<file path="config.mk">
export PLATFORM = sky130hd
export DESIGN_NAME = mod_accum_bank
export DESIGN_NICKNAME = d
export VERILOG_FILES = /design/src/rtl/mod_accum_bank.sv
export SDC_FILE = /design/constraint.sdc
export NUM_CORES = 1
export LEC_CHECK = 0
export ABC_AREA = 1
export CORE_ASPECT_RATIO = 0.5
export CORE_MARGIN = 5
export CORE_UTILIZATION = 30
export CTS_CLUSTER_SIZE = 40
export DETAILED_ROUTE_END_ITERATION = 10
export GPL_TIMING_DRIVEN = 0
export PLACE_DENSITY = 0.49
export SLEW_MARGIN = 10
export SYNTH_ARGS = -nofsm -noshare
export SYNTH_HDL_FRONTEND = slang
export SYNTH_SLANG_ARGS = --single-unit
</file>
<file path="constraint.sdc">
create_clock -name clk -period 3.1 [get_ports clk]
set_clock_uncertainty 0.15 [all_clocks]
set_input_delay 0.31 -clock clk [delete_from_list [all_inputs] [get_ports clk]]
set_output_delay 0.31 -clock clk [all_outputs]
set_load 0.05 [all_outputs]
</file>
<file path="src/rtl/mod_accum_bank.sv">
// mod_accum_bank: CHANNELS independent modulo-MODULUS accumulators sharing one
// operand input and one registered output, addressed by sel.
// add/sub are level inputs reduced to single pulses; clr is level-sensitive.
// Build option: define MOD_ACCUM_SATURATE_EN to clamp at 0 / MODULUS-1 instead
// of wrapping (wrap then flags overflow/underflow).
module mod_accum_bank #(
  parameter int  CHANNELS = 4,
  parameter int  DATA_W   = 4,
  parameter int  MODULUS  = 10,
  localparam int SEL_W    = (CHANNELS > 1) ? $clog2(CHANNELS) : 1
) (
  input  logic              clk,
  input  logic              rst_n,
  input  logic [SEL_W-1:0]  sel,
  input  logic              add,
  input  logic              sub,
  input  logic              clr,
  input  logic [DATA_W-1:0] data_in,
  output logic [DATA_W-1:0] data_out,
  output logic              wrap
);

  localparam logic [DATA_W:0]   MOD_X = (DATA_W+1)'(MODULUS);
  localparam logic [DATA_W-1:0] MAX_V = DATA_W'(MODULUS - 1);
  localparam logic [SEL_W:0]    CH_X  = (SEL_W+1)'(CHANNELS);

  logic [DATA_W-1:0] acc [CHANNELS];
  logic              add_q, sub_q, armed;
  logic              add_p, sub_p, sel_ok, acc_we, wrap_nxt;
  logic [DATA_W:0]   d, acc_x, sum;
  logic [DATA_W-1:0] acc_cur, acc_nxt;

  // Edge detection. The history registers reset low, so a request held high
  // across reset release would look like a fresh edge; armed masks pulses on
  // the first edge after reset so only a genuine low-to-high transition fires.
  always_comb begin
    add_p = add & ~add_q & armed;
    sub_p = sub & ~sub_q & armed;
  end

  // Select decode, operand folding and read of the selected channel.
  always_comb begin
    sel_ok  = ({1'b0, sel} < CH_X);
    d       = {1'b0, data_in} % MOD_X;
    acc_cur = '0;
    for (int unsigned i = 0; i < CHANNELS; i++) begin
      if (sel == SEL_W'(i)) acc_cur = acc[i];
    end
    acc_x = {1'b0, acc_cur};
    sum   = acc_x + d;
  end

  // Next value of the selected channel, by operation priority.
  always_comb begin
    acc_nxt  = acc_cur;
    acc_we   = 1'b0;
    wrap_nxt = 1'b0;
    if (sel_ok) begin
      if (clr) begin
        acc_nxt = '0;
        acc_we  = 1'b1;
      end else if (add_p && sub_p) begin
        acc_we = 1'b0;
      end else if (add_p) begin
        acc_we = 1'b1;
        if (sum >= MOD_X) begin
          wrap_nxt = 1'b1;
`ifdef MOD_ACCUM_SATURATE_EN
          acc_nxt = MAX_V;
`else
          acc_nxt = DATA_W'(sum - MOD_X);
`endif
        end else begin
          acc_nxt = DATA_W'(sum);
        end
      end else if (sub_p) begin
        acc_we = 1'b1;
        if (acc_x < d) begin
          wrap_nxt = 1'b1;
`ifdef MOD_ACCUM_SATURATE_EN
          acc_nxt = '0;
`else
          acc_nxt = DATA_W'(acc_x + MOD_X - d);
`endif
        end else begin
          acc_nxt = DATA_W'(acc_x - d);
        end
      end
    end
  end

  // State: history, accumulators and the registered outputs.
  always_ff @(posedge clk or negedge rst_n) begin
    if (!rst_n) begin
      add_q    <= 1'b0;
      sub_q    <= 1'b0;
      armed    <= 1'b0;
      data_out <= '0;
      wrap     <= 1'b0;
      for (int unsigned i = 0; i < CHANNELS; i++) acc[i] <= '0;
    end else begin
      add_q    <= add;
      sub_q    <= sub;
      armed    <= 1'b1;
      data_out <= sel_ok ? acc_nxt : '0;
      wrap     <= wrap_nxt;
      for (int unsigned i = 0; i < CHANNELS; i++) begin
        if (acc_we && sel == SEL_W'(i)) acc[i] <= acc_nxt;
      end
    end
  end

`ifndef MOD_ACCUM_SATURATE_EN
  logic [DATA_W-1:0] max_v_unused;
  assign max_v_unused = MAX_V;
`endif

endmodule

</file>
==> results.sh, run 1 <==
export IMPL_slowest_stage="fa_1"
export IMPL_grt_usage_pct=11.1
export IMPL_cts_sinks=24
export IMPL_die_width_um=118
export IMPL_dieHeight_um=64.2
export IMPL_reg2reg_depth=17
export IMPL_design_core_area_um2=5590
export IMPL_min_to="acc[6]$_DFFE_PN0P_"
export IMPL_p_total_uw=1200
export IMPL_drcViolationCount=0
export IMPL_setup_violations=0
export IMPL_io_buffers=15
export IMPL_maxSlewViolCount=0
export IMPL_syn_num_nets=269
export IMPL_min_period_over_period_pct=92.7
export IMPL_clk_latency_ps=260
export IMPL_multi_input_area_um2=1080
export IMPL_fin_ws_ps=226
export IMPL_intPower_uw=753
export IMPL_critical_path_arrival_ps=2870
export IMPL_via_count=1506
export IMPL_grt_pass1_wl_um=6860
export IMPL_hold_path_class="flip-flop to flip-flop"
export IMPL_sw_frac_of_total_pct=37.3
export IMPL_hpwl_um=3140
export IMPL_postLayoutCellArea_um2=2170
export IMPL_fin_crit_ps=2870
export IMPL_vias_per_cell=4.47
export IMPL_synthesis_area_um2=1760
export IMPL_io_pins=16
export IMPL_diodes=0
export IMPL_grt_start_max_net_pins=25
export IMPL_nets=294
export IMPL_finalHoldViolations=0
export IMPL_ys_seq_area_share_pct=34.1
export IMPL_clk_path_buf_depth=2
export IMPL_required_ps=3100
export IMPL_antenna_found_initial=0
export IMPL_ant_nets=0
export IMPL_die_area_um2=7590
export IMPL_yosys_register_bits=24
export IMPL_p_switching_uw=448
export IMPL_timing_critical_path_mode_cell="nand2_1"
export IMPL_cpPeakStageDelay_ps=370
export IMPL_rows=19
export IMPL_timing_rr_start="acc[13]$_DFFE_PN0P_"
export IMPL_seq_area_um2=601
export IMPL_cts_buffers=3
export IMPL_rrSetupSlack_ps=250
export IMPL_fin_tns_setup_ps=0
export IMPL_path_class="input pin to flip-flop"
export IMPL_place_ws_ps=-792
export IMPL_fmax_mhz=348
export IMPL_utilization_pct=38.8
export IMPL_slew_headroom_pct=63.1
export IMPL_final_layout_size_suffix_gt1_share_pct=17.0
export IMPL_critPathLaunchType="input pin"
export IMPL_synth_avg_cell_area_um2=7.34
export IMPL_synthCells=240
export IMPL_worstPathMaxFanout=5
export IMPL_routed_wl_um=4020
export IMPL_status="finished, final reports clean"
export IMPL_cts_clk_slew_worst_paths_ps=60
export IMPL_htree_levels=1
export IMPL_ir_worst_vdd_uv=272
export IMPL_wl_per_cell_um=11.9
export IMPL_pwr_share_seq_pct=32.4
export IMPL_drtIter0Drc=40
export IMPL_drtPass1Iterations=4
export IMPL_p_leak_uw=0.00114
export IMPL_timing_rr_end="acc[6]$_DFFE_PN0P_"
export IMPL_worstHoldPathCells=2
export IMPL_placed_area_um2=2000
export IMPL_maxCapViolations=0
export IMPL_syn_to_final_growth_pct=23.2
export IMPL_pwr_share_comb_pct=42.1
export IMPL_hold_start="acc[6]$_DFFE_PN0P_"
export IMPL_ys_types=27
export IMPL_cp_startpoint="data_in[1]"
export IMPL_cts_tree="done"
export IMPL_path_cells="clkbuf_2 > ha_1 > o21ai_1 > nand2_2 > xor2_4 > inv_1 > ha_1 > inv_1 > ha_1 > inv_1 > fa_1 > xnor2_1 > nand2_1 > nand3_1 > nand2_1 > nand2_1 > nand2_4 > nand2_1 > nand2_1"
export IMPL_initial_utilization_pct=31.5
export IMPL_pwr_density_cell_nw_per_um2=554
export IMPL_tightestPinTransition_ps=548
export IMPL_gp_congestion=0.838
export IMPL_power_share_clock_pct=25.5
export IMPL_cts_root_buf="clkbuf_16"
export IMPL_yosysWarnings=0
export IMPL_fillers=566
export IMPL_gr_total_overflow=0
export IMPL_critical_path_endpoint_type="flip-flop"
export IMPL_first_global_vias=1526
## sequential cells by signal, indices dropped and copies added (netlist names)
name and count:
data_out 4, acc 16, sub_q 1, add_q 1
wrap 1, armed 1
## worst max-delay path, delay by kind of cell
family / cells / cell delay (ps)
adder cells (fa/ha/maj): 4 / 1050
AND/OR/NAND/NOR: 8 / 620
XOR/XNOR: 2 / 380
buffers and inverters: 4 / 360
AO/OA/AOI/OAI: 1 / 150
## final cells by class
| class | instances | share of cell area (%) |
|---|---|---|
| multi-input combinational | 180 | 49.8 |
| sequential | 24 | 27.7 |
| timing repair buffer | 20 | 7.96 |
| inverter | 36 | 6.23 |
| tap | 73 | 4.21 |
| clock buffer | 4 | 4.10 |
## synth_stat cells, drive strengths merged
master | count | area share [%]
a21boi | 1 | 0.43
a21oi | 3 | 1.1
conb | 1 | 0.21
dfrtp | 24 | 34
fa | 3 | 3.4
ha | 15 | 11
inv | 36 | 7.7
nand2 | 93 | 22
nand3 | 19 | 6.7
nand3b | 1 | 0.43
nor2 | 15 | 3.5
nor3 | 2 | 0.57
nor4 | 2 | 0.71
o21a | 1 | 0.43
o21ai | 17 | 4.8
o21bai | 2 | 0.85
o22ai | 1 | 0.36
xnor2 | 3 | 1.5
xor2 | 1 | 0.50
## worst max-delay path by stage
| stage | end | slack (ps) | cells after the start |
|---|---|---|---|
| after floorplan | acc[11]$_DFFE_PN0P_ | 160 | 19 |
| after CTS | acc[11]$_DFFE_PN0P_ | 40 | 19 |
| final | acc[11]$_DFFE_PN0P_ | 230 | 19 |
| after global routing | acc[11]$_DFFE_PN0P_ | -40 | 20 |
| after global placement | acc[11]$_DFFE_PN0P_ | -790 | 20 |
| after detailed placement | acc[11]$_DFFE_PN0P_ | -790 | 20 |
## per-stage QoR
stage	hold slack [ps]	std cells
2_1_floorplan	-136	240
3_3_place_gp	311	328
3_5_place_dp	315	328
4_1_cts	331	335
5_1_grt	349	337
6_report	327	337
## what timing repair did
item | 4_1_cts | 5_1_grt
buffers inserted | 3 | 1
hold buffers | 0 | 1
gates cloned | 0 | 0
gates resized for setup | 16 | 16
endpoints found under the setup margin | 16 | 15
pin swaps | 1 | 2
hold endpoints to repair | 0 | 24
## layer usage
layer / part of all wire [%] / global-route usage, %
met1: 50 / 14.7
met2: 48 / 18.3
met3: 1.0 / 1.85
met4: 1.4 / 4.15
met5: 0 / 0
## cell families after synthesis
family	Yosys count	synth area share, %
adder cells (fa/ha/maj)	18	14.1
AO/OA/AOI/OAI	25	7.96
XOR/XNOR	4	1.99
buffers and inverters	36	7.68
flip-flops	24	34.1
AND/OR/NAND/NOR	132	34.0
other	1	0.213
## layout by cell type (no fill, tap or decap), types with 4 or more instances in the layout
master,n
inv_1,31
inv_2,5
dfrtp_1,24
nand2_2,14
nor2_1,13
clkdlybuf4s50_1,8
ha_1,14
o21ai_1,11
buf_4,4
nand2_1,77
o21ai_0,4
nand3_1,16
## power groups by stage
stage | combinational [uW] | clock (uW) | sequential (uW)
finish | 505 | 306 | 389
global route | 572 | 329 | 393
CTS | 499 | 317 | 388
detailed placement | 482 | 0 | 393
global placement | 476 | 0 | 393
floorplan | 327 | 0 | 417
(Power assumes the default switching activity.)
==> run 2: changes to the inputs <==
Settings changed: SETUP_SLACK_MARGIN from default to 0.02.
==> run 2 against run 1 <==
  * Maximum frequency increased by 0.88%
  * Sequential share of layout area about the same
  * Register-to-register slack improved by 20 ps
  * Cell count is the same
  * Critical endpoint unchanged
  * Power hardly changed
  * Critical path depth unchanged
  * Via count rose by 0.53%
  * Critical path type unchanged
  * Utilization is essentially flat
  * Non-clock buffer count unchanged
  * Sequential power hardly changed
  * Wire length grew 0.27%
==> results.sh, run 2 (same netlist as run 1, synthesis figures left out) <==
export IMPL_final_cell_mix="nand2_1, inv_1, dfrtp_1"
export IMPL_drtPass1Iterations=4
export IMPL_worstHoldPathCells=2
export IMPL_grt_start_max_net_pins=25
export IMPL_die_width_um=118
export IMPL_fin_crit_ps=2850
export IMPL_critPathLaunchType="input pin"
export IMPL_design_core_area_um2=5590
export IMPL_htree_levels=1
export IMPL_timing_rr_end="acc[6]$_DFFE_PN0P_"
export IMPL_critical_path_endpoint_type="flip-flop"
export IMPL_hold_path_class="flip-flop to flip-flop"
export IMPL_first_global_vias=1526
export IMPL_hold_start="acc[6]$_DFFE_PN0P_"
export IMPL_largest_reg_flops=16
export IMPL_pwr_share_seq_pct=32.4
export IMPL_cts_clk_slew_worst_paths_ps=60
export IMPL_routed_wl_um=4030
export IMPL_worstPathMaxFanout=5
export IMPL_postLayoutCellArea_um2=2170
export IMPL_syn_to_final_growth_pct=23.0
export IMPL_maxCapViolations=0
export IMPL_grt_pass1_wl_um=6860
export IMPL_sw_frac_of_total_pct=37.3
export IMPL_setup_violations=0
export IMPL_fmax_mhz=351
export IMPL_initial_utilization_pct=31.5
export IMPL_io_buffers=15
export IMPL_final_layout_size_suffix_gt1_share_pct=17.8
export IMPL_drtIter0Drc=40
export IMPL_gr_total_overflow=0
export IMPL_power_share_clock_pct=25.5
export IMPL_diodes=0
export IMPL_tightestPinTransition_ps=548
export IMPL_io_pins=16
export IMPL_largestRegisters="acc: 16 flops, data_out: 4 flops"
export IMPL_maxSlewViolCount=0
export IMPL_dieHeight_um=64.2
export IMPL_pwr_share_comb_pct=42.1
export IMPL_min_period_over_period_pct=91.9
export IMPL_required_ps=3100
export IMPL_path_class="input pin to flip-flop"
export IMPL_slew_headroom_pct=63.1
export IMPL_cts_tree="done"
export IMPL_via_count=1514
export IMPL_ir_worst_vdd_uv=272
export IMPL_critical_path_arrival_ps=2850
export IMPL_grt_usage_pct=11.1
export IMPL_reg2reg_depth=17
export IMPL_p_switching_uw=448
export IMPL_nets=294
export IMPL_cts_root_buf="clkbuf_16"
export IMPL_p_total_uw=1200
export IMPL_placed_area_um2=2000
export IMPL_finalHoldViolations=0
export IMPL_ant_nets=0
export IMPL_final_common_cell="nand2_1"
export IMPL_cts_buffers=3
export IMPL_clk_latency_ps=260
export IMPL_vias_per_cell=4.49
export IMPL_antenna_found_initial=0
export IMPL_die_area_um2=7590
export IMPL_gp_congestion=0.838
export IMPL_cts_sinks=24
export IMPL_rows=19
export IMPL_p_leak_uw=0.00114
export IMPL_utilization_pct=38.8
export IMPL_hpwl_um=3140
export IMPL_timing_rr_start="acc[13]$_DFFE_PN0P_"
export IMPL_clk_path_buf_depth=2
export IMPL_pwr_density_cell_nw_per_um2=554
export IMPL_rrSetupSlack_ps=270
export IMPL_min_to="acc[6]$_DFFE_PN0P_"
export IMPL_drcViolationCount=0
export IMPL_largest_register="acc"
export IMPL_status="finished, final reports clean"
export IMPL_intPower_uw=752
export IMPL_wl_per_cell_um=12.0
-- run 2: power groups by stage --
stage / Sequential (uW) / Clock, uW / Combinational (uW)
after detailed placement: 393 / 0 / 482
after floorplan: 417 / 0 / 327
final: 389 / 306 / 505
after global routing: 393 / 329 / 572
after CTS: 388 / 317 / 499
after global placement: 393 / 0 / 476
-- run 2: cell type report --
class / count / area (um^2)
clock buffers: 4 / 88.8
flip-flops and latches: 24 / 601
well taps: 73 / 91.3
inverters: 36 / 135
multi-input cells: 180 / 1080
fillers: 568 / 3420
repair buffers: 20 / 168
-- run 2: routing by layer --
layer  share of wire (%)  global-route usage (%)  vias to the layer above
met4                 1.4                    4.15                        0
li1                    -                       -                      794
met3                 1.0                    1.85                        6
met1                  50                    14.7                      704
met5                   0                       0                        -
met2                  48                    18.3                       10
-- run 2: stage by stage --
stage	hold slack [ps]	instances	worst slack, ps	TNS (ps)
final	327	337	251	0
after global routing	346	337	-40.1	-138
after CTS	331	335	39.8	0
after detailed placement	315	328	-792	-10770
after global placement	311	328	-788	-10350
after floorplan	-136	240	159	0
-- run 2: timing repair --
item,CTS,global route
hold buffers,0,1
pin swaps,1,3
hold endpoints to repair,0,24
resized for setup,16,19
buffers inserted,3,1
endpoints found under the setup margin,16,15
-- run 2: worst max-delay path by stage --
stage,startpoint,end,slack (ps),depth (start not counted)
2_1_floorplan,data_in[2],acc[11]$_DFFE_PN0P_,160,19
3_3_place_gp,data_in[2],acc[11]$_DFFE_PN0P_,-790,20
3_5_place_dp,data_in[2],acc[11]$_DFFE_PN0P_,-790,20
4_1_cts,data_in[1],acc[11]$_DFFE_PN0P_,40,19
5_1_grt,data_in[3],acc[11]$_DFFE_PN0P_,-40,20
6_report,data_in[1],acc[11]$_DFFE_PN0P_,250,19
-- run 2: critical path, cell delays in order --
cell	delay (ps)
clkbuf_2	160
ha_2	220
o21ai_1	140
nand2_2	120
xor2_4	220
inv_1	70
ha_1	300
inv_1	80
ha_1	140
inv_1	50
fa_1	370
xnor2_1	160
nand2_1	80
nand3_1	70
nand2_1	60
nand2_1	100
nand2_4	80
nand2_1	60
nand2_1	50
